## config.mk

```make
export PLATFORM = sky130hd
export DESIGN_NAME = id_ex_stage_reg
export DESIGN_NICKNAME = d
export VERILOG_FILES = /design/src/rtl/id_ex_stage_reg.sv
export SDC_FILE = /design/constraint.sdc
export NUM_CORES = 1
export LEC_CHECK = 0
export CORE_AREA = 2 2 151 153
export DETAILED_ROUTE_END_ITERATION = 10
export DIE_AREA = 0 0 153 155
export PLACE_DENSITY_LB_ADDON = 0.12
export SYNTH_ARGS = -nofsm -noshare
export SYNTH_HDL_FRONTEND = slang
export SYNTH_SLANG_ARGS = --single-unit
```

## constraint.sdc

```tcl
create_clock -name clk -period 0.97 [get_ports clk]
set_input_delay 0.194 -clock clk [delete_from_list [all_inputs] [get_ports clk]]
set_output_delay 0.194 -clock clk [all_outputs]
set_load 0.01 [all_outputs]
```

## src/rtl/id_ex_stage_reg.sv

```systemverilog
// ID/EX pipeline register with valid, stall (hold) and flush (bubble) handling.
// Optional bubble counter enabled by defining BUBBLE_CNT_EN.
module id_ex_stage_reg #(
   parameter int DATA_W  = 32,
   parameter int REG_W   = 5,
   parameter int ALUOP_W = 3,
   parameter int CNT_W   = 16
) (
   input  logic                 clk,
   input  logic                 rst_n,
   input  logic                 i_stall,
   input  logic                 i_flush,
   input  logic                 i_valid,
   input  logic [DATA_W-1:0]    i_read_rb_1,
   input  logic [DATA_W-1:0]    i_read_rb_2,
   input  logic [REG_W-1:0]     i_rt,
   input  logic [REG_W-1:0]     i_rd,
   input  logic [DATA_W-1:0]    i_address_pc,
   input  logic [DATA_W-1:0]    i_ext_sign,
   input  logic [DATA_W-1:0]    i_jump_address,
   input  logic [ALUOP_W+7:0]   i_ctrl,
   output logic                 o_valid,
   output logic [DATA_W-1:0]    o_read_rb_1,
   output logic [DATA_W-1:0]    o_read_rb_2,
   output logic [REG_W-1:0]     o_rt,
   output logic [REG_W-1:0]     o_rd,
   output logic [DATA_W-1:0]    o_address_pc,
   output logic [DATA_W-1:0]    o_ext_sign,
   output logic [DATA_W-1:0]    o_jump_address,
   output logic [ALUOP_W+7:0]   o_ctrl,
   output logic [CNT_W-1:0]     o_bubble_cnt
);

   typedef struct packed {
      logic [DATA_W-1:0] rb1;
      logic [DATA_W-1:0] rb2;
      logic [REG_W-1:0]  rt;
      logic [REG_W-1:0]  rd;
      logic [DATA_W-1:0] pc;
      logic [DATA_W-1:0] ext;
      logic [DATA_W-1:0] jmp;
   } dp_t;

   // Field order gives branch at bit 0 and aluOp in the top bits.
   typedef struct packed {
      logic [ALUOP_W-1:0] alu_op;
      logic               jump;
      logic               reg_dst;
      logic               mem_to_reg;
      logic               reg_write;
      logic               alu_src;
      logic               mem_write;
      logic               mem_read;
      logic               branch;
   } ctrl_t;

   dp_t   dp_d, dp_q;
   ctrl_t ctrl_q;
   logic  vld_q;
   logic  load;

   assign load = ~i_flush & ~i_stall;

   assign dp_d = '{rb1: i_read_rb_1, rb2: i_read_rb_2, rt: i_rt, rd: i_rd,
                   pc: i_address_pc, ext: i_ext_sign, jmp: i_jump_address};

   // Datapath only moves on a load; flush leaves it alone since the
   // cleared valid/ctrl already neutralise whatever it holds.
   always_ff @(posedge clk or negedge rst_n) begin
      if (!rst_n) begin
         dp_q <= '0;
      end else if (load) begin
         dp_q <= dp_d;
      end
   end

   // An upstream bubble must not carry side-effect bits, so ctrl is gated by valid.
   always_ff @(posedge clk or negedge rst_n) begin
      if (!rst_n) begin
         vld_q  <= 1'b0;
         ctrl_q <= '0;
      end else if (i_flush) begin
         vld_q  <= 1'b0;
         ctrl_q <= '0;
      end else if (!i_stall) begin
         vld_q  <= i_valid;
         ctrl_q <= i_valid ? ctrl_t'(i_ctrl) : '0;
      end
   end

   assign o_valid        = vld_q;
   assign o_ctrl         = ctrl_q;
   assign o_read_rb_1    = dp_q.rb1;
   assign o_read_rb_2    = dp_q.rb2;
   assign o_rt           = dp_q.rt;
   assign o_rd           = dp_q.rd;
   assign o_address_pc   = dp_q.pc;
   assign o_ext_sign     = dp_q.ext;
   assign o_jump_address = dp_q.jmp;

`ifdef BUBBLE_CNT_EN
   logic [CNT_W-1:0] cnt_q;
   logic             bubble_ld;

   assign bubble_ld = i_flush | (load & ~i_valid);

   always_ff @(posedge clk or negedge rst_n) begin
      if (!rst_n) begin
         cnt_q <= '0;
      end else if (bubble_ld && (cnt_q != {CNT_W{1'b1}})) begin
         cnt_q <= cnt_q + {{(CNT_W-1){1'b0}}, 1'b1};
      end
   end

   assign o_bubble_cnt = cnt_q;
`else
   assign o_bubble_cnt = '0;
`endif

endmodule

```

Word-level counts from Yosys, hierarchy flattened. Cells that the tools add are included.

RAM bits: 0. ROM bits: 0. Latch bits: 0. Register bits after elaboration: 182. Memories: 0.

Multiply operators: 0. Equality and inequality tests: 1. Reduce and logical (&&, ||, !) cells: 0. Muxes and demuxes: 5. Shifts and indexed selects: 0. Magnitude comparators: 0. Bitwise operators: 3. Div/mod/pow operators: 0. $add $sub $neg: 0.

Operators with widths (count): 11-bit two-way mux (3); 1-bit two-way mux (2); 2-bit by 1-bit != test with 1-bit output (second input constant) (1); 1-bit inverter (2); 1-bit AND (1).

Longest topological paths before layout.
Word-level depth: 3. Mapped depth: 4. Gate-level depth less buffers: 2.

Worst setup path after synthesis. OpenSTA, ideal clock, no wires.

Path type: input to register. Start: input port i_flush. End: register dp_q, in the netlist o_address_pc[0]. Setup slack: -129 ps. Stages: 4. Required time: 845 ps. Buffers on the path: 2. Arrival time: 974 ps. Cell sequence: nor2_4 -> buf_6 -> buf_6 -> mux2_4.

Longest elaborated chain between the ends: 2.

RTL lines: from (decl) (line 12) `input logic i_flush,`; 1-bit inverter (line 62) `assign load = ~i_flush & ~i_stall;`; 1-bit AND (line 62); to (signal assigned) (line 73) `dp_q <= dp_d;`; to (decl) (line 57) `dp_t dp_d, dp_q;`.

No other way between the ends. A chain may end at the register's enable or synchronous reset.

Worst setup path after layout.
Start: register dp_q, in the netlist o_jump_address[27]. End: output port o_jump_address[27].

RTL lines: to (decl) (line 29) `output logic [DATA_W-1:0] o_jump_address,`.

No word-level cell between the ends.

==> results.md <==
* Outcome: finished, violations left
* Violated checks: setup timing
* Max FO, Critical Path at 2
* Met2 GRT Util at approximately a third
* XOR/XNOR Fraction of Synth Area at 0%
* Largest net degree at the start of global routing at 31
* Maxcap violations at 0
* Layout area overhead at 78.8%
* CTS H-tree lvls at 4
* GRT met1 Usage at between 20% and 30%
* Final WL at ~23 mm
* Total power at 22.6 mW
* Hold Vio Cnt, Final at 0
* M3 GR Usage at ~7.4%
* CTS Buf Count at 17
* Hold Crit Depth at 3
* Busiest grt layer: met2
* Cells after DPL at between 1000 and 1500
* Chip width at 153 um
* Layout cell share with drive strength beyond 1 at 57.9%
* Post-synthesis area per instance at ~18 sq um
* Die ar. at around 24000 sq um
* Unrepaired setup endpoints after global routing: yes
* DRT iter0 DRCs at around 120
* Pleak at 6.19 nW
* Worst hold slack at 122 ps
* Post-route antenna net violation count at 0
* Port bufs at approximately 370
* Area share of and/or/nand/nor cells after synthesis at less than 1%
* CP top delay family: flip-flops
* CTS tree: built
* Total Routing Usage GR at a little under a fifth
* Starting Density at 32.8%
* Kind of critical path: flop to output pin
* CP Launch Type: flop
* Vias/cell at around 4.4
* Skew-Pair Late Insertion Delay at roughly 420 ps
* Netlist cell types at 17
* Drt drc at 0
* WP data required at slightly below 800 ps
* Critical path depth at 1
* Nets at roughly 1100
* CTS Root Cell: clkbuf_16
* DR WL/cell at around 19 um
* Synth Area in Compound Gates at under 10%
* Synth Area in Adders at 0%
* DP HPWL at roughly 17 mm
* DRT Pass-1 Iters at 4
* Worst path slowest cell: dfrtp_1
* Slew Viols, Final at 0
* Post-Syn Instances at 408
* Cell Area, Synth at roughly 7300 sq um
* Final worst path period share at 120%
* Rows at between 50 and 60
* I/O pin count at 384
* First-pass GRT wire length at 34.8 mm
* Worst-case reg-to-reg path depth at 3
* Final setup violation count at just over 200
* Largest family of logic cells by synthesized area: multiplexers
* Vias in the first global route at roughly 6000
* Power density cells at approximately 1700 nW/um^2
* Initial antenna violation count at 1
* Synth Warn # at 0
* RePlAce Congestion at 0.786
* Critical Path AT at 970 ps
* Fmax at 0.857 GHz
* GR Overflow Total at 0
* Total core area at 22200 sq um
* FF+latch count, synth at 182
* Final period demand of the worst path at ~1200 ps
* Die height at ~160 um
* Mux contribution to synthesized area at between 30% and 40%
* Fin cells at roughly 1200
* Clock Sink Count at 182
* Vias at approximately 5500
* Clock-pin slew on the worst setup and hold paths at 70 ps
* Worst setup margin at -197 ps
* Crit. End Element: output pin
* Crit path largest cell delay at 400 ps
* Sequential share of the synthesized area at 62.4%
* Slack of the worst reg-to-reg path at -60 ps
* CP cell instances: buf_2
* Buf/Inv on CP at 1
* Final Skew at 0 ps
* VDD IR max at 0.00100 V
* Min-Delay Path Class: input pin to flop
* Max Root-Sink Buffers at 2
-- logic make-up after synthesis --
family                 count (synthesis)
multiplexers                         171
flip-flops                           182
other                                  1
AO/OA/AOI/OAI                         11
buffers and inverters                 37
AND/OR/NAND/NOR                        6
-- through the flow --
step           TNS, ps  worst slack (ps)  util, %  cell area, sq um
4_1_cts         -35740              -220     55.9             12400
6_report        -31480              -197     58.7             13000
2_1_floorplan   -18530              -128        -              7400
3_5_place_dp   -146960              -796     53.1             11800
5_1_grt         -39390              -239     58.7             13000
3_3_place_gp   -144220              -736     53.1             11800
-- area by class of cell --
type                       instances  area (sq um)
clock inverter                    12           119
clock buffer                      18           429
timing repair buffer             529          4990
inverter                           1          3.75
multi-input combinational        204          2580
antenna                            1          2.50
fill                            1779          9190
tap                              285           357
sequential                       182          4550
-- cell usage in the layout (no fill, tap or decap), types with 2 or more instances in the layout --
cell type | netlist | final
buf_12 | 0 | 13
clkbuf_16 | 0 | 19
inv_6 | 0 | 5
conb_1 | 1 | 16
a32o_1 | 10 | 10
clkdlybuf4s50_1 | 0 | 182
clkinvlp_4 | 0 | 3
buf_4 | 16 | 120
buf_16 | 0 | 10
mux2_4 | 100 | 119
mux2_2 | 70 | 51
clkinv_4 | 0 | 2
buf_2 | 8 | 95
buf_6 | 11 | 106
dfrtp_1 | 182 | 182
-- registers in the layout, indices dropped and copies added, names as in the netlist --
register        cells
o_read_rb_1        32
o_rt                5
o_rd                5
o_valid             1
o_address_pc       32
o_read_rb_2        32
o_ctrl             11
o_jump_address     32
o_ext_sign         32
-- routing by layer --
layer	routed length (um)	up-vias
met5	0	-
met4	453	0
met3	1990	24
met2	11600	253
met1	9330	2718
li1	-	2465
-- synthesized netlist by cell type (all sizes together) --
cell    instances  area share, %
clkbuf          1          0.051
mux2i           1           0.14
clkinv          1          0.051
nor2b           2           0.17
dfrtp         182             62
buf            35            3.9
nand3b          1           0.10
mux2          170             31
conb            1          0.051
a32o           10            1.4
nand2           1          0.051
a21oi           1          0.069
nor2            2           0.21
-- what timing repair did --
item                                    in CTS  in global routing
endpoints found under the setup margin     362                253
resized for setup                          843                 61
cloned                                       5                  2
buffers inserted                            70                 43
hold buffers                                 1                  0
hold endpoints to repair                   182                  0
pin swaps                                    1                  1
-- power by group --
group          switching [mW]  internal, mW  total [mW]  leakage (nW)
registers               0.677          8.66        9.34          2.16
logic                    2.23          4.36        6.59          3.77
clock network            3.09          3.56        6.65         0.260
total                    6.00          16.6        22.6          6.19
-- worst register-to-register path: stages (launching register included) --
cell and delay (ps):
dfrtp_1 400, buf_4 140, buf_4 120, mux2_4 260
-- worst paths after layout --
kind | start | to
min in group asynchronous | rst_n | o_address_pc[9]
setup reg to reg | o_address_pc[20] | o_address_pc[20]
hold reg to reg | o_ctrl[6] | o_ctrl[6]
hold / removal | i_flush | o_ctrl[8]
max in group asynchronous | rst_n | o_ext_sign[30]
setup / recovery | o_jump_address[27] | o_jump_address[27]
No activity file was read; power rests on OpenSTA's default activity.
